## config.mk

```make
export PLATFORM = sky130hd
export DESIGN_NAME = sdram_port_arbiter
export DESIGN_NICKNAME = d
export VERILOG_FILES = /design/src/rtl/sdram_port_arbiter.sv
export SDC_FILE = /design/constraint.sdc
export NUM_CORES = 1
export LEC_CHECK = 0
export CAP_MARGIN = 5
export CORE_MARGIN = 2
export CORE_UTILIZATION = 55
export CTS_CLUSTER_DIAMETER = 40
export DETAILED_ROUTE_END_ITERATION = 10
export DONT_BUFFER_PORTS = 1
export PLACE_DENSITY = 0.69
export RECOVER_POWER = 50
export SLEW_MARGIN = 20
export SYNTH_ARGS = -nofsm -noshare
export SYNTH_HDL_FRONTEND = slang
export SYNTH_SLANG_ARGS = --single-unit
```

## constraint.sdc

```tcl
create_clock -name CLK -period 2.4 [get_ports CLK]
set_input_delay 0.6 -clock CLK [delete_from_list [all_inputs] [get_ports CLK]]
set_output_delay 0.6 -clock CLK [all_outputs]
set_load 0.05 [all_outputs]
```

## src/rtl/sdram_port_arbiter.sv

```systemverilog
`timescale 1ns/1ps
// Two-port front end for a single-word SDRAM controller. Port A (display) has priority,
// port B (game logic) is protected by a starvation counter, and a watchdog aborts hung accesses.
module sdram_port_arbiter #(
  parameter int STARVE_LIMIT = 3,
  parameter int TIMEOUT      = 63,
  parameter int CW           = 6
) (
  input  logic        CLK,
  input  logic        Reset_N,
  input  logic        ReqA,
  input  logic        WriteA,
  input  logic [3:0]  RowA,
  input  logic [1:0]  BankA,
  input  logic [15:0] WDataA,
  output logic        AckA,
  output logic        DoneA,
  input  logic        ReqB,
  input  logic        WriteB,
  input  logic [3:0]  RowB,
  input  logic [1:0]  BankB,
  input  logic [15:0] WDataB,
  output logic        AckB,
  output logic        DoneB,
  output logic [15:0] RData,
  output logic [3:0]  MemRow,
  output logic [1:0]  MemBank,
  output logic        MemWrite,
  output logic [15:0] MemIn,
  output logic        MemStart,
  input  logic [15:0] MemOut,
  input  logic        MemDone,
  output logic        Timeout,
  output logic        Busy
);

  localparam int SW = (STARVE_LIMIT < 1) ? 1 : $clog2(STARVE_LIMIT + 1);
  localparam logic [SW-1:0] SLIM = SW'(STARVE_LIMIT);
  localparam logic [CW-1:0] WLIM = CW'(TIMEOUT - 1);

  typedef enum logic [2:0] {
    S_IDLE,
    S_LAUNCH,
    S_WAIT_CLR,
    S_WAIT_DONE,
    S_RESPOND
  } state_t;

  state_t        state_q, state_d;
  logic [SW-1:0] starve_q, starve_d;
  logic [CW-1:0] wdog_q, wdog_d;
  logic          owner_b_q, owner_b_d;
  logic          ack_a_q, ack_a_d;
  logic          ack_b_q, ack_b_d;
  logic          timeout_q, timeout_d;
  logic          mem_write_q, mem_write_d;
  logic [3:0]    mem_row_q, mem_row_d;
  logic [1:0]    mem_bank_q, mem_bank_d;
  logic [15:0]   mem_in_q, mem_in_d;
  logic [15:0]   rdata_q, rdata_d;
  logic          grant_b;

  always_ff @(posedge CLK or negedge Reset_N) begin
    if (!Reset_N) begin
      state_q     <= S_IDLE;
      starve_q    <= '0;
      wdog_q      <= '0;
      owner_b_q   <= 1'b0;
      ack_a_q     <= 1'b0;
      ack_b_q     <= 1'b0;
      timeout_q   <= 1'b0;
      mem_write_q <= 1'b0;
      mem_row_q   <= '0;
      mem_bank_q  <= '0;
      mem_in_q    <= '0;
      rdata_q     <= '0;
    end else begin
      state_q     <= state_d;
      starve_q    <= starve_d;
      wdog_q      <= wdog_d;
      owner_b_q   <= owner_b_d;
      ack_a_q     <= ack_a_d;
      ack_b_q     <= ack_b_d;
      timeout_q   <= timeout_d;
      mem_write_q <= mem_write_d;
      mem_row_q   <= mem_row_d;
      mem_bank_q  <= mem_bank_d;
      mem_in_q    <= mem_in_d;
      rdata_q     <= rdata_d;
    end
  end

  always_comb begin
    state_d     = state_q;
    starve_d    = starve_q;
    wdog_d      = wdog_q;
    owner_b_d   = owner_b_q;
    ack_a_d     = 1'b0;
    ack_b_d     = 1'b0;
    timeout_d   = 1'b0;
    mem_write_d = mem_write_q;
    mem_row_d   = mem_row_q;
    mem_bank_d  = mem_bank_q;
    mem_in_d    = mem_in_q;
    rdata_d     = rdata_q;
    grant_b     = 1'b0;

    case (state_q)
      S_IDLE: begin
        if (ReqA || ReqB) begin
          // Contention only counts against B while B is actually waiting.
          if (ReqA && ReqB) begin
            if (starve_q < SLIM) begin
              grant_b  = 1'b0;
              starve_d = starve_q + 1'b1;
            end else begin
              grant_b  = 1'b1;
              starve_d = '0;
            end
          end else begin
            grant_b  = ReqB;
            starve_d = '0;
          end
          owner_b_d   = grant_b;
          ack_a_d     = !grant_b;
          ack_b_d     = grant_b;
          mem_write_d = grant_b ? WriteB : WriteA;
          mem_row_d   = grant_b ? RowB   : RowA;
          mem_bank_d  = grant_b ? BankB  : BankA;
          mem_in_d    = grant_b ? WDataB : WDataA;
          state_d     = S_LAUNCH;
        end
      end
      S_LAUNCH: begin
        wdog_d  = '0;
        state_d = S_WAIT_CLR;
      end
      S_WAIT_CLR: begin
        wdog_d = wdog_q + 1'b1;
        if (wdog_q == WLIM) begin
          timeout_d = 1'b1;
          state_d   = S_IDLE;
        end else if (!MemDone) begin
          state_d = S_WAIT_DONE;
        end
      end
      S_WAIT_DONE: begin
        wdog_d = wdog_q + 1'b1;
        // A completion seen on the last watchdog cycle still wins over the abort.
        if (MemDone) begin
          if (!mem_write_q) begin
            rdata_d = MemOut;
          end
          state_d = S_RESPOND;
        end else if (wdog_q == WLIM) begin
          timeout_d = 1'b1;
          state_d   = S_IDLE;
        end
      end
      S_RESPOND: begin
        state_d = S_IDLE;
      end
      default: begin
        state_d = S_IDLE;
      end
    endcase
  end

  assign AckA     = ack_a_q;
  assign AckB     = ack_b_q;
  assign DoneA    = (state_q == S_RESPOND) && !owner_b_q;
  assign DoneB    = (state_q == S_RESPOND) && owner_b_q;
  assign RData    = rdata_q;
  assign MemRow   = mem_row_q;
  assign MemBank  = mem_bank_q;
  assign MemWrite = mem_write_q;
  assign MemIn    = mem_in_q;
  assign MemStart = (state_q == S_LAUNCH);
  assign Timeout  = timeout_q;
  assign Busy     = (state_q != S_IDLE);

endmodule

```

==> key figures <==
Synth
  • Register area share after synthesis: 53.8%
  • Main synth FF type: dfrtp_1
  • Syn_nets: 308
  • Share of the synthesized area in the top cell type: 53.8%
  • Post-Syn Instances: 238
  • Synth area leader: dfrtp_1
  • FF+latch count, synth: 54
  • Yosys cell types: 35
  • Post-synth top cells: 54 x dfrtp_1, 40 x o21ai_0, 15 x a21oi_1, 15 x mux2_2, 15 x nand3b_1
  • Synth warn: 0
  • Synthesized area per cell: 10.6 sq um
  • Count leader, synth: dfrtp_1
  • Post-synth EDFFs: 0
  • Asr flop ratio synth: 100%
  • Synth area leaders: dfrtp_1 54%, o21ai_0 8.0%, mux2_2 6.7%, nand3b_1 4.5%, a31oi_1 3.5%
  • Mapped cell area: 2510 sq um

Worst setup path
  • Crit. End Element: output pin
  • CP Cell Sequence: or3b_2, inv_1
  • WP data arrival: 1730 ps
  • Worst EP required: 1800 ps
  • Setup Crit Path Kind: reg2out
  • CP max stage cell: or3b_2
  • Startpoint types: flop
  • Crit path largest cell delay: 560 ps
  • CP Max Fanout: 11

STA
  • Clock Skew: 7.35 ps
  • Final TNS setup: 0 ps
  • Final Max Slew Viols: 0
  • Final min period: 2330 ps
  • FMAX: 430 MHz
  • Crit share post-route: 97.0%
  • Endpoints failing setup: 0
  • Unrepaired setup endpoints after global routing: no
  • Final hold viol count: 0
  • Worst Tran Pin Value: 1310 ps
  • Rel. slew slack: 12.5%
  • Worst path setup slack after routing: 72.4 ps

Routing
  • First-pass DRT Iterations: 4
  • Via-per-instance ratio: 6.39
  • Drc violations: 0
  • Avg WL per Cell: 19.2 um
  • Final WL: 5460 um
  • Via count: 1820
  • ANT nets after route: 0
  • Iteration-0 DRC Markers: 110

Final layout
  • Area delta synth->final: 3.88%
  • # fillers: 377
  • Share of cells above drive strength 1: 13.3%
  • Antenna cell count: 0
  • Nets@finish: 303

Clocking
  • CTS tree: done
  • Reg clk slew, reported paths: 90 ps
  • H-tree level count: 2
  • Number of setup buffers added after CTS: 0
  • Worst-Skew Late Latency: 300 ps
  • Max Buffers Root-to-Sink: 2
  • Clk sink count: 54
  • CTS Buf Count: 5
  • Clock Tree Root: clkbuf_8

Die
  • Site Rows: 24
  • Die footprint: 5130 sq um
  • Ports: 113
  • Starting Density: 57.3%
  • Core region area: 4380 sq um
  • Die Ht: 71.6 um
  • DIE WIDTH: 71.6 um

Global routing
  • Largest net degree at the start of global routing: 55
  • Initial antenna violation count: 0
  • Tot GR Track Use: 22.1%
  • Vias in the first global route: 1839
  • GRT Residual Overflow: 0
  • First-pass GRT wire length: 8850 um

Power
  • Lkg Pwr: 1.12 nW
  • Power Density: 1630 nW/um^2
  • VDD IR-drop max: 0.000628 V
  • Power Total: 0.00427 W

Flow run
  • Max-cap violations: 0

Placement
  • I/O Buffers: 0
  • Setup WS pre-CTS: 126 ps
  • RePlAce Congestion: 0.752
  • Dpl hpwl: 3710 um

Outcome
  • Outcome: finished, final reports clean

Worst hold path
  • Hold/Removal Path Class: in2reg
## metrics by stage
stage	cell area, sq um	instances	utilization [%]	hold WS (ps)
6_report	2610	285	59.6	445
5_1_grt	2610	285	59.6	434
4_1_cts	2640	285	60.2	159
3_5_place_dp	2540	277	57.8	306
3_3_place_gp	2540	277	57.8	306
2_1_floorplan	2510	238	-	304
## timing repair
action / CTS / global route
setup endpoints to repair: 0 / 9
resized for setup: 0 / 1
hold buffers: 1 / 0
endpoints found under the hold margin: 54 / 0
## where the power goes
part / internal (W) / switching [W] / total, W / leakage, nW
sequential: 0.00130 / 0.00148 / 0.00278 / 0.658
clock: 0.000202 / 0.000268 / 0.000470 / 0.0383
combinational: 0.000422 / 0.000601 / 0.00102 / 0.420
## registers in the layout, indices dropped and copies added, names as in the netlist
register   cells
owner_b_q      1
MemBank        2
wdog_q         6
MemWrite       1
MemRow         4
RData         16
AckB           1
Timeout        1
starve_q       2
MemIn         16
state_q        3
AckA           1
## final timing paths
kind	start	endpoint	slack, ps	depth (start not counted)
min in group asynchronous	Reset_N	wdog_q[0]	580	1
hold reg to reg	wdog_q[5]	wdog_q[5]	480	1
setup / recovery	state_q[2]	MemStart	70	2
setup reg to reg	state_q[2]	RData[6]	380	3
max in group asynchronous	Reset_N	RData[15]	1030	1
hold / removal	MemOut[7]	RData[7]	440	1
## per-layer routing
layer	vias up	share of wire, %	GRT usage (%)
met3	10	7.9	7.31
met1	876	40	28.3
met4	0	1.8	7.97
li1	850	-	-
met5	-	0	0
met2	84	51	35.4
## worst max-delay path: cells and delay by family (launching register included)
| kind | cells | cell delay, ps |
|---|---|---|
| simple gates | 1 | 560 |
| flops | 1 | 510 |
| buf+inv | 1 | 350 |
## cell type report
cell class | instances | area [sq um] | share of cell area, %
Sequential cell | 54 | 1350 | 51.7
Inverter | 14 | 52.6 | 2.01
Tap cell | 52 | 65.1 | 2.49
Timing Repair Buffer | 6 | 38.8 | 1.49
Clock buffer | 7 | 76.3 | 2.92
Multi-Input combinational cell | 152 | 1030 | 39.3
## logic make-up (layout without fill, tap and decap cells)
family / after synthesis / in the layout / share of synthesized area, %
AO/OA/AOI/OAI: 86 / 86 / 20.2
adder cells (fa/ha/maj): 3 / 3 / 1.49
flip-flops: 54 / 54 / 53.8
buffers and inverters: 32 / 27 / 5.38
multiplexers: 17 / 17 / 7.57
AND/OR/NAND/NOR: 46 / 46 / 11.6
## layout by cell type, fill, tap and decap left out
master | netlist | final
mux2_2 | 15 | 15
nor2b_1 | 3 | 2
a31oi_1 | 14 | 14
o21a_1 | 1 | 1
and3_1 | 2 | 2
clkbuf_2 | 0 | 1
a211oi_1 | 1 | 1
a21oi_1 | 15 | 15
nand4_1 | 1 | 1
o221ai_1 | 9 | 9
nand3b_1 | 15 | 15
ha_1 | 3 | 3
nand2_1 | 10 | 10
dfrtp_1 | 54 | 54
a22o_1 | 2 | 2
clkbuf_1 | 13 | 3
o311ai_0 | 1 | 1
or2_2 | 1 | 1
or3_1 | 1 | 1
nand3_1 | 2 | 2
or3b_2 | 1 | 1
inv_2 | 1 | 1
nor3_1 | 1 | 1
buf_4 | 1 | 4
clkbuf_8 | 0 | 5
nor2_1 | 6 | 6
inv_1 | 13 | 13
nor3_4 | 2 | 2
o21ai_0 | 40 | 40
o31ai_1 | 1 | 1
nor2b_4 | 0 | 1
mux2_1 | 1 | 1
mux2i_1 | 1 | 1
o211ai_1 | 1 | 1
nand2b_1 | 0 | 1
o41ai_1 | 1 | 1
No activity file was read; power rests on OpenSTA's default activity.
